==> config.mk <==
export PLATFORM = sky130hd
export DESIGN_NAME = gpio_cfg_sequencer
export DESIGN_NICKNAME = d
export VERILOG_FILES = /design/src/rtl/gpio_cfg_sequencer.sv
export SDC_FILE = /design/constraint.sdc
export NUM_CORES = 1
export LEC_CHECK = 0
export BUFFER_PORTS_ARGS = -buffer_cell sky130_fd_sc_hd__buf_4
export CAP_MARGIN = 10
export CORE_ASPECT_RATIO = 0.5
export CORE_UTILIZATION = 59
export CTS_BUF_LIST = sky130_fd_sc_hd__clkbuf_8
export CTS_CLUSTER_SIZE = 30
export DETAILED_ROUTE_END_ITERATION = 16
export PLACE_DENSITY_LB_ADDON = 0.2
export SLEW_MARGIN = 5
export SYNTH_ARGS = -nofsm -noshare
export SYNTH_HDL_FRONTEND = slang
export SYNTH_SLANG_ARGS = --single-unit
export TNS_END_PERCENT = 30
==> constraint.sdc <==
create_clock -name clock -period 8.3 [get_ports clock]
set_input_delay 1.245 -clock clock [delete_from_list [all_inputs] [get_ports clock]]
set_output_delay 1.245 -clock clock [all_outputs]
set_load 0.05 [all_outputs]
==> src/rtl/gpio_cfg_sequencer.sv <==
// Staged per-pad GPIO configuration with a hold-protected commit sequence (IDLE/HOLD/LOAD/SETTLE/RELEASE).
// Define GPIO_CFG_READBACK_EN to add a registered readback port for the staging words.
module gpio_cfg_sequencer #(
    parameter int NUM_PADS      = 16,
    parameter int SETTLE_CYCLES = 4
) (
    input  logic                  clock,
    input  logic                  reset,
    input  logic                  cfg_valid,
    output logic                  cfg_ready,
    input  logic [3:0]            cfg_addr,
    input  logic [12:0]           cfg_data,
    input  logic                  apply_req,
    output logic                  apply_busy,
    output logic                  apply_done,
    output logic [3*NUM_PADS-1:0] dm,
    output logic [NUM_PADS-1:0]   oeb,
    output logic [NUM_PADS-1:0]   inp_dis,
    output logic [NUM_PADS-1:0]   ib_mode_sel,
    output logic [NUM_PADS-1:0]   vtrip_sel,
    output logic [NUM_PADS-1:0]   slow_sel,
    output logic [NUM_PADS-1:0]   holdover,
    output logic [NUM_PADS-1:0]   analog_en,
    output logic [NUM_PADS-1:0]   analog_sel,
    output logic [NUM_PADS-1:0]   analog_pol,
    output logic [NUM_PADS-1:0]   enh,
    output logic [NUM_PADS-1:0]   hldh_n
`ifdef GPIO_CFG_READBACK_EN
    ,
    input  logic [3:0]            rd_addr,
    output logic [12:0]           rd_data
`endif
);

    localparam int CNT_W = $clog2(SETTLE_CYCLES + 1);
    localparam logic [12:0] PAD_RESET = 13'h0009;

    typedef enum logic [2:0] {IDLE, HOLD, LOAD, SETTLE, RELEASE} state_t;

    state_t            state;
    state_t            state_next;
    logic [CNT_W-1:0]  settle_cnt;
    logic [12:0]       staging [NUM_PADS];
    logic [12:0]       active  [NUM_PADS];
    logic              pend_valid;
    logic [3:0]        pend_addr;
    logic [12:0]       pend_data;
    logic              addr_ok;
    logic              wr_en;
    logic              settle_last;

    assign addr_ok     = {1'b0, cfg_addr} < 5'(NUM_PADS);
    assign cfg_ready   = (state != LOAD);
    assign wr_en       = cfg_valid && cfg_ready && addr_ok;
    assign settle_last = (settle_cnt == CNT_W'(SETTLE_CYCLES - 1));
    assign apply_busy  = (state != IDLE);
    assign apply_done  = (state == RELEASE);

    always_ff @(posedge clock) begin
        if (reset) begin
            state <= IDLE;
        end else begin
            state <= state_next;
        end
    end

    always_comb begin
        state_next = state;
        case (state)
            IDLE:    if (apply_req) state_next = HOLD;
            HOLD:    state_next = LOAD;
            LOAD:    state_next = SETTLE;
            SETTLE:  if (settle_last) state_next = RELEASE;
            RELEASE: state_next = IDLE;
            default: state_next = IDLE;
        endcase
    end

    always_ff @(posedge clock) begin
        if (reset) begin
            settle_cnt <= '0;
        end else if (state == SETTLE) begin
            settle_cnt <= settle_last ? '0 : settle_cnt + CNT_W'(1);
        end else begin
            settle_cnt <= '0;
        end
    end

    // A write landing in HOLD belongs to the next commit, so park it until LOAD has taken its snapshot.
    always_ff @(posedge clock) begin
        if (reset) begin
            pend_valid <= 1'b0;
            pend_addr  <= '0;
            pend_data  <= '0;
        end else if (state == HOLD) begin
            pend_valid <= wr_en;
            pend_addr  <= cfg_addr;
            pend_data  <= cfg_data;
        end else if (state == LOAD) begin
            pend_valid <= 1'b0;
        end
    end

    always_ff @(posedge clock) begin
        for (int p = 0; p < NUM_PADS; p++) begin
            if (reset) begin
                staging[p] <= PAD_RESET;
                active[p]  <= PAD_RESET;
            end else if (state == LOAD) begin
                active[p] <= staging[p];
                if (pend_valid && pend_addr == 4'(p)) staging[p] <= pend_data;
            end else if (wr_en && state != HOLD && cfg_addr == 4'(p)) begin
                staging[p] <= cfg_data;
            end
        end
    end

    always_comb begin
        dm          = '0;
        oeb         = '0;
        inp_dis     = '0;
        ib_mode_sel = '0;
        vtrip_sel   = '0;
        slow_sel    = '0;
        holdover    = '0;
        analog_en   = '0;
        analog_sel  = '0;
        analog_pol  = '0;
        enh         = '0;
        hldh_n      = '1;
        for (int p = 0; p < NUM_PADS; p++) begin
            dm[3*p +: 3]   = active[p][2:0];
            oeb[p]         = active[p][3];
            inp_dis[p]     = active[p][4];
            ib_mode_sel[p] = active[p][5];
            vtrip_sel[p]   = active[p][6];
            slow_sel[p]    = active[p][7];
            holdover[p]    = active[p][8];
            analog_en[p]   = active[p][9];
            analog_sel[p]  = active[p][10];
            analog_pol[p]  = active[p][11];
            enh[p]         = active[p][12];
            if (state == HOLD || state == SETTLE) hldh_n[p] = ~active[p][12];
        end
    end

`ifdef GPIO_CFG_READBACK_EN
    logic [12:0] rd_word;

    always_comb begin
        rd_word = '0;
        for (int p = 0; p < NUM_PADS; p++) begin
            if (rd_addr == 4'(p)) rd_word = staging[p];
        end
    end

    always_ff @(posedge clock) begin
        if (reset) begin
            rd_data <= '0;
        end else begin
            rd_data <= rd_word;
        end
    end
`endif

endmodule

# After elaboration in Yosys (flattened, before gate mapping)
# Memories as Yosys holds them, arrays and structs flattened.
# Index checks and enable logic that the tools add are counted.
[totals]
n_memories = 2
regBits = 24
ram_bits = 416
input_bits = 21
[classes]
reduce_logical = 42
n_bitwise = 65
eq_ne = 39
addsub = 1
n_mux = 202
[memory_table]
columns = ["memory", "words", "word_bits", "rd", "rd_clocked_by_memory_dff", "wr", "line", "source"]
rows = [
  ["active", 16, 13, 16, 0, 16, "44", "logic [12:0] active [NUM_PADS];"],
  ["staging", 16, 13, 16, 0, 16, "43", "logic [12:0] staging [NUM_PADS];"],
]
[ops]
columns = ["cell", "count"]
rows = [
  ["$mux 13", 48],
  ["$mux 1", 151],
  ["$eq 4x4->1 const B", 16],
  ["$or 1x1->1", 48],
  ["$logic_and 1x1->1", 34],
  ["$eq 4x3->1 const B", 8],
  ["$not 1->1", 17],
  ["$eq 4x2->1 const B", 4],
  ["$pmux 3 s4", 1],
  ["$eq 3x2->1 const B", 3],
  ["$eq 4x1->1 const B", 2],
  ["$logic_not 4->1", 2],
  ["$mux 3", 2],
  ["$ne 2x2->1 const B", 2],
  ["$add 3x1->3 const B", 1],
  ["$eq 3x1->1 const B", 1],
  ["$eq 3x3->1 const B", 1],
  ["$logic_not 3->1", 1],
  ["$ne 3x1->1 const B", 1],
  ["$ne 3x2->1 const B", 1],
  ["$reduce_bool 3->1", 1],
  ["$reduce_or 3->1", 1],
  ["$reduce_and 2->1", 1],
  ["$reduce_bool 2->1", 1],
  ["$logic_or 1x1->1", 1],
]

# Depth between registers and ports, before layout
[depth]
ltp_word = 9
mapped_depth = 6

# Worst setup path after synthesis
# No wires, ideal clock.
[synth_timing]
path_kind = "input to register"
start = "input reset"
end = "memory active[0][0], enable pin"
path_stages = 4
setup_ns = 0.605
path_slack_ns = 0.785
required_ns = 7.695
arrival_time_ns = 6.909
n_path_buf = 3
cell_sequence = "buf_2 -> buf_2 -> clkbuf_1 -> nand2b_1"
[synth_lines]
columns = ["element", "line", "source"]
rows = [
  ["start: declaration", "8", "input logic reset,"],
  ["end: declaration", "44", ""],
]

==> flow_summary_export.csv <==
group,metric,value,unit
timing,slew_viol_final,0,
floorplanning,fp.dieH,124,um
global_routing,grt_pass1_vias,10800,
timing,slew_headroom,0.160,
timing,setup_tns,0,ns
power,intPower,0.00346,W
layout,multi_input_area,0.00410,mm2
synthesis,ys_seq_elements,440,
cts,cts_sinks,440,
synthesis,avgSynthCellArea,14.5,um2
floorplanning,start_util,0.602,
hold_path,hp-class,"reg -> reg",
power,clkPwrFrac,0.340,
power,leakagePower,7.32,nW
worst_setup_path,crit_path_cell_trace,"or3b_1, nand4b_2, o22ai_1",
floorplanning,die_w,246,um
cts,holdBufCountCts,0,
placed_design,hpwl,32.6,mm
worst_setup_path,cp.arrival,3.90,ns
synthesis,synth_edf_count,416,
worst_setup_path,r2r_slack,4.79,ns
timing,fin_skew,0.0476,ns
global_routing,grt_max_degree,109,
drt,dr_total_vias,11600,
cts,clock_path_buffers,3,
worst_setup_path,path_max_fanout,44,
layout,fillers,1949,
power,seq_power_share,0.548,
global_routing,grt_overflow,0,
cts,cts-resized-gates,0,
synthesis,synth_top_area_cell,"edfxtp_1",
synthesis,yosys_warnings,0,
worst_setup_path,required,8.69,ns
power,p_per_area,229,mW/mm2
drt,dr.pass1.iters,7,
synthesis,synthTopCellsByArea,"edfxtp_1 (71%), and2_1 (6.4%), o22ai_1 (5.9%)",
worst_setup_path,critPathMaxStageDelay,1.09,ns
synthesis,synth.distinct_cells,49,
synthesis,synthCells,1205,
cts,clk_latency,0.64,ns
layout,seq_area,0.0130,mm2
layout,final_cell_mix,"edfxtp_1 (416), buf_4 (261), and2_1 (180)",
drt,initialDrtViolationCount,1877,
floorplanning,core_area,0.0291,mm2
cts,cts_setup_buffers,0,
timing,fin_crit_sh,0.423,
layout,mostFrequentLayoutCell,"edfxtp_1",
synthesis,synthFlopType,"edfxtp_1",
floorplanning,ios,248,
cts,cts.clk_slew.worst_paths,0.07,ns
timing,setup_viol,0,
timing,period_minus_slack,3.51,ns
job,maxCapViolations,0,
worst_setup_path,path_buf_inv,0,
placed_design,gp_congestion,0.968,
layout,drive_gt1_frac,0.242,
drt,routed_wirelength,47.6,mm
worst_setup_path,cp_top_family,"simple AND/OR/NAND/NOR gates",
global_routing,grt_pass1_wl,67.0,mm
drt,wl_per_cell,25.4,um
synthesis,async_flop_share,0,
global_routing,antenna_found_initial,0,
cts,root_buffer,"clkbuf_8",
worst_setup_path,cp-end-kind,"flip-flop",
layout,utilization,0.710,
cts,cts_buffers,59,
worst_setup_path,crit_slowest_cell,"nand4b_2",
timing,worstMarginPinSlew,1.26,ns
floorplanning,dieArea,0.0304,mm2
worst_setup_path,crit_type,"reg -> reg",
cts,cts_max_level,2,
floorplanning,core.rowCount,44,
power,sw_frac_of_total,0.268,
global_routing,grt_util_all_layers,0.310,
cts,cts_tree,"built",
synthesis,seq_area_frac_synth,0.740,
timing,grt_setup_unrepaired,"no",
timing,final-hold-violation-count,0,
placed_design,portBuffers,247,
drt,detail-route-antenna-nets,0,
layout,final_nets,1455,
synthesis,syn_area,0.0175,mm2
synthesis,synth_top_cell_area_share,0.713,
power,power_frac_comb,0.113,
outcome,status,"complete, no violations",
drt,drc,0,
worst_setup_path,critPathLaunchType,"flip-flop",
drt,vias_per_cell,6.19,
timing,fmax,285,MHz
power,p_sw,0.00127,W
synthesis,synth_nets,1228,
layout,areaGrowthSynthToFinish,18.0,%
power,peakVddDrop,0.162,mV
## flip-flops by register name, indices dropped and copies added (netlist names)
signal	count
active	208
pend_addr	4
pend_data	13
pend_valid	1
settle_cnt	3
staging	208
state	3
## cell type report
type / count / area share
Sequential cell: 440 / 0.627
Multi-Input combinational cell: 664 / 0.198
Timing Repair Buffer: 262 / 0.0950
Clock buffer: 64 / 0.0426
Tap cell: 391 / 0.0237
Clock inverter: 42 / 0.0123
Inverter: 5 / 0.000908
Antenna cell: 1 / 0.000121
## worst register-to-register path, delay by kind of cell, from the launching register on
| family | cells | cell delay, ns |
|---|---|---|
| simple gates | 2 | 1.90 |
| compound gates | 1 | 0.77 |
| flops | 1 | 0.61 |
## power by group through the flow
stage	clock network (W)	registers (W)	logic, W
6_report	0.00161	0.00259	0.000533
2_1_floorplan	0	0.00285	0.000156
3_3_place_gp	0	0.00264	0.000521
3_5_place_dp	0	0.00264	0.000528
5_1_grt	0.00170	0.00260	0.000554
4_1_cts	0.00161	0.00259	0.000529
## metrics by stage
| stage | instance area, um2 | instances | hold WS (ns) | power (W) | setup WS (ns) |
|---|---|---|---|---|---|
| floorplan | 17500 | 1205 | 0.399 | 0.00301 | 0.785 |
| global placement | 19500 | 1761 | 0.406 | 0.00316 | 4.66 |
| detailed placement | 19500 | 1761 | 0.412 | 0.00317 | 4.57 |
| CTS | 20700 | 1867 | 0.420 | 0.00473 | 4.89 |
| finish | 20700 | 1869 | 0.421 | 0.00473 | 4.79 |
| global route | 20700 | 1868 | 0.438 | 0.00486 | 4.67 |
## Yosys cell counts, types with 6 or more instances
cell,n
nor2_1,7
o22ai_1,165
dfxtp_1,24
buf_1,6
a21oi_1,19
a22oi_1,32
a2bb2o_1,10
nand2_1,143
buf_4,7
buf_2,39
and2_1,180
clkbuf_2,12
edfxtp_1,416
nand2b_1,33
a221o_1,15
nor2b_1,13
clkbuf_1,28
## metal layers
| layer | vias up | part of all wire | global-route usage |
|---|---|---|---|
| met4 | 0 | 0.025 | 0.0943 |
| li1 | 5005 | - | - |
| met1 | 5684 | 0.40 | 0.439 |
| met2 | 762 | 0.45 | 0.470 |
| met3 | 116 | 0.12 | 0.0909 |
| met5 | - | 0 | 0 |
## path summary, 6_finish.rpt
kind	startpoint	endpoint	depth (start not counted)
worst min register to register	settle_cnt[0]	settle_cnt[0]	1
worst min-delay path	settle_cnt[0]	settle_cnt[0]	1
worst max-delay path	state[2]	staging[1][20]	3
worst max register to register	state[2]	staging[1][20]	3
## kinds of logic after synthesis
kind of cell,synth area share
fa+ha+maj,0.00143
compound gates,0.0939
simple gates,0.136
flops,0.740
buf+inv,0.0285
No activity file was read; power rests on OpenSTA's default activity.
